===== src/rtl/sub64_iter.sv =====
// sub64_iter: iterative 64-bit subtractor, diff = a - b - bin, CHUNK bits per cycle.
// Latency: 64/CHUNK+1 cycles from the accept edge to out_valid (5 for CHUNK=16).
// Backpressure: result held in DONE until out_ready; in_ready only in IDLE.
//
// Ports: clk, rst (sync, active-high); in_valid/in_ready with a, b, bin operands;
//        out_valid/out_ready with diff, bout results; busy high in CALC and DONE.
// Optional feature: define SUB64_SAT_EN to clamp diff to zero when the final borrow is 1.
module sub64_iter #(
  parameter int CHUNK = 16
) (
  input  logic        clk,
  input  logic        rst,
  input  logic        in_valid,
  output logic        in_ready,
  input  logic [63:0] a,
  input  logic [63:0] b,
  input  logic        bin,
  output logic        out_valid,
  input  logic        out_ready,
  output logic [63:0] diff,
  output logic        bout,
  output logic        busy
);

  localparam int NCH = 64 / CHUNK;
  localparam int IW  = (NCH > 1) ? $clog2(NCH) : 1;

  typedef enum logic [1:0] {IDLE, CALC, DONE} state_t;

  state_t          state, state_nxt;
  logic [63:0]     a_sh, b_sh;   // operands, shifted right so the live chunk sits at bit 0
  logic [63:0]     work;         // result under construction, filled from the top
  logic [63:0]     work_nxt;
  logic            borrow;
  logic [IW-1:0]   idx;
  logic [CHUNK:0]  sum;
  logic            accept, release_res, last_chunk;

  assign accept      = in_valid & in_ready;
  assign release_res = out_valid & out_ready;
  assign last_chunk  = (idx == IW'(NCH - 1));

  // a_k + ~b_k + ~borrow: the carry out is the inverted chunk borrow
  assign sum = {1'b0, a_sh[CHUNK-1:0]} + {1'b0, ~b_sh[CHUNK-1:0]} + {{CHUNK{1'b0}}, ~borrow};

  // New slice enters at the top; after the last chunk slice 0 has reached bit 0
  generate
    if (CHUNK == 64) begin : g_full
      assign work_nxt = sum[63:0];
    end else begin : g_shift
      assign work_nxt = {sum[CHUNK-1:0], work[63:CHUNK]};
    end
  endgenerate

  always_ff @(posedge clk) begin
    if (rst) state <= IDLE;
    else     state <= state_nxt;
  end

  always_comb begin
    state_nxt = state;
    in_ready  = 1'b0;
    busy      = 1'b1;
    case (state)
      IDLE: begin
        in_ready = 1'b1;
        busy     = 1'b0;
        if (accept) state_nxt = CALC;
      end
      CALC: if (last_chunk) state_nxt = DONE;
      DONE: if (release_res) state_nxt = IDLE;
      default: state_nxt = IDLE;
    endcase
  end

  always_ff @(posedge clk) begin
    if (rst) begin
      a_sh      <= '0;
      b_sh      <= '0;
      work      <= '0;
      borrow    <= 1'b0;
      idx       <= '0;
      diff      <= '0;
      bout      <= 1'b0;
      out_valid <= 1'b0;
    end else begin
      case (state)
        IDLE: begin
          if (accept) begin
            a_sh   <= a;
            b_sh   <= b;
            borrow <= bin;
            idx    <= '0;
          end
        end
        CALC: begin
          a_sh   <= a_sh >> CHUNK;
          b_sh   <= b_sh >> CHUNK;
          work   <= work_nxt;
          borrow <= ~sum[CHUNK];
          idx    <= idx + IW'(1);
        end
        DONE: begin
          // First DONE cycle publishes the result; diff only ever shows complete values
          if (!out_valid) begin
            out_valid <= 1'b1;
            bout      <= borrow;
`ifdef SUB64_SAT_EN
            diff      <= borrow ? 64'h0 : work;
`else
            diff      <= work;
`endif
          end else if (out_ready) begin
            out_valid <= 1'b0;
          end
        end
        default: ;
      endcase
    end
  end

endmodule


===== config.mk =====
export PLATFORM = sky130hd
export DESIGN_NAME = sub64_iter
export DESIGN_NICKNAME = d
export VERILOG_FILES = /design/src/rtl/sub64_iter.sv
export SDC_FILE = /design/constraint.sdc
export NUM_CORES = 1
export LEC_CHECK = 0
export ABC_AREA = 1
export BUFFER_PORTS_ARGS = -buffer_cell sky130_fd_sc_hd__buf_2
export CORE_ASPECT_RATIO = 0.9
export CORE_MARGIN = 2
export CORE_UTILIZATION = 40
export CTS_CLUSTER_DIAMETER = 100
export DETAILED_ROUTE_END_ITERATION = 12
export GPL_TIMING_DRIVEN = 0
export HOLD_SLACK_MARGIN = 0.02
export PLACE_DENSITY = 0.73
export SYNTH_ARGS = -nofsm -noshare
export SYNTH_HDL_FRONTEND = slang
export SYNTH_SLANG_ARGS = --single-unit

===== constraint.sdc =====
create_clock -name clk -period 2 [get_ports clk]
set_clock_uncertainty 0.05 [all_clocks]
set_input_delay 0.4 -clock clk [delete_from_list [all_inputs] [get_ports clk]]
set_output_delay 0.4 -clock clk [all_outputs]
set_load 0.05 [all_outputs]

==> reports/metrics.cfg <==
[hold_path]
hold_path_end=b_sh[60]
hp-class=input port to register
hp-start=b[60]
whs_path_depth=3

[drt]
dr.pass1.iters=6
wl_um=32800
final_antenna_net_count=0
drcViolationCount=0
wl_per_cell_um=16.5
viasPerCell=5.30
vias=10582
first_iter_violations=895

[timing]
fin_ws_ns=-0.0333
slew_headroom_pct=47.4
hold_slack_ns=0.0642
hold_viol_final=0
setup_viol=1
min_period_over_period_pct=102
rsz0062_at_grt=true
max_freq_mhz=492
worst_pin_slew_ns=0.788
min_period_ns=2.03
drv_slew=0

[logic_synthesis]
netlist_instances=1395
synthesis.area_um2=10600
synth_area_per_cell_um2=7.62
synth_nets=1546
yosysWarnings=0
synth-seq-cells=263
yosysSeqAreaShare_pct=49.5
synth_cell_type_count=28

[finish]
final_common_cell=dfxtp_1
final_net_count=1780
mostFrequentLayoutCells=dfxtp_1 (261), buf_2 (236), nand2_1 (215)
utilization_pct=49.8
area_delta_synth_final_pct=22.2
drive_gt1_share_pct=18.4

[clock_tree]
clockBufferDepth=3
clock_latency_ns=0.53
cts_tree=done
cts-root-buf=clkbuf_16
cts_made_buffers=27
clk_pin_slew_ns=0.07
cts-hold-fix-buffers=0
cts_num_sinks=263
h-tree-depth=1

[floorplan]
dieWidth_um=176
die_h_um=159
rows=56
die_area_um2=27900
core_area_um2=26100
pin_count=201
initial_core_util_pct=40.8

[run_status]
violations=negative setup slack
outcome=finished, violations left

[placement]
dpl.hpwl_um=24700
gp_congestion=0.912
preCtsSetupSlack_ns=-0.281
portBuffers=200

[worst_setup_path]
critPathLaunchType=register
end_kind=register
r2r_end=work[56]
reg2reg_setup_slack_ns=-0.03
r2r_cells=12
crit_type=register to register
crit_fanout=3
reg2reg_from=b_sh[0]
critical_path_arrival_ns=2.40
critPathRequiredTime_ns=2.36

[global_routing]
track_usage_pct=22.7
grt_pass1_vias=9708
antenna_found_initial=3
grt.overflow.total=0
grt_first_pass_wirelength_um=50600
grt_max_degree=14

[pwr]
powerDensity_nw_per_um2=1070
p_leak_uw=0.00567
peakVddDrop_v=0.000685

[flow_run]
drv_cap=0

## power breakdown
part | switching [uW] | total, uW | leakage, uW | internal [uW]
Sequential | 377 | 6140 | 0.00216 | 5760
Clock | 2000 | 4830 | 0.000413 | 2830
Combinational | 1930 | 2970 | 0.00310 | 1040
## stage by stage
stage | total power [uW] | instance area (um^2) | setup TNS [ns] | instances
final | 13900 | 13000 | -0.0333 | 1995
after global routing | 14600 | 13000 | -0.372 | 1994
after CTS | 13900 | 13000 | -0.0730 | 1994
after detailed placement | 9060 | 12100 | -12.39 | 1943
after global placement | 9010 | 12100 | -11.14 | 1943
after floorplan | 8140 | 10600 | 0 | 1395
## state kept, by name (all words and copies together) (netlist names)
signal,flops
a_sh,64
b_sh,64
borrow,1
bout,1
diff,64
idx,2
out_valid,1
state,2
work,64
## synth_stat cells, drive strengths merged
master  instances  area (um^2)
xnor2           2         17.5
buf            44          225
fa              2         40.0
clkinv          1         3.75
o22ai          96          601
o21ai         158          791
nand2         221          832
nor2          135          524
o211ai          2         15.0
nand4           1         6.26
nand3          85          425
a21oi         212         1060
ha             16          200
inv            79          297
or2             2         12.5
clkbuf         67          251
nor3            4         20.0
and2            1         6.26
xor2            4         35.0
dfxtp         263         5270
## critical path, cell delays in order (launching register included)
cell and delay, ns:
dfxtp_2 0.33, inv_2 0.04, fa_2 0.39, fa_2 0.36, nand2_2 0.07, nand2_2 0.05
and2_4 0.17, nand2_2 0.06, nand2_2 0.06, xnor2_1 0.16, nand2_1 0.08, nand2_1 0.06
inv_1 0.03
## how the worst max path moves through the flow
| stage | start | endpoint | slack [ns] |
|---|---|---|---|
| 4_1_cts | borrow | work[56] | -0.07 |
| 3_3_place_gp | borrow | work[56] | -0.24 |
| 3_5_place_dp | borrow | work[56] | -0.28 |
| 2_1_floorplan | b_sh[0] | work[56] | 0.005 |
| 6_report | b_sh[0] | work[56] | -0.03 |
| 5_1_grt | b_sh[0] | work[56] | -0.13 |
## per-layer routing
layer	wire length, um	track usage, %	vias up
li1	-	-	5218
met1	14600	31.1	4813
met2	14400	36.8	482
met3	2940	4.39	65
met4	848	6.18	4
met5	23	0	-
## timing repair
| item | in CTS | in global routing |
|---|---|---|
| setup buffers | 5 | 0 |
| pin swaps | 3 | 7 |
| resized for setup | 7 | 9 |
| gates cloned | 0 | 0 |
| endpoints found under the setup margin | 89 | 12 |
## cell type report
class                      instances  area [um^2]
antenna                            1         2.50
buffer                           111          477
clock buffer                      42          792
clock inverter                     4         48.8
fill                            2581        13100
inverter                          80          303
multi-input combinational        941         4620
sequential                       263         5270
tap                              348          435
timing repair buffer             205         1040
## logic make-up after synthesis
kind of cell               synth area share, %
AOI/OAI and AO/OA                         23.2
and+or+nand+nor                           17.2
DFF                                       49.5
buffers and inverters                     7.31
adders and majority gates                 2.26
xor gates and xnor gates                 0.494
No activity file was read; power rests on OpenSTA's default activity.
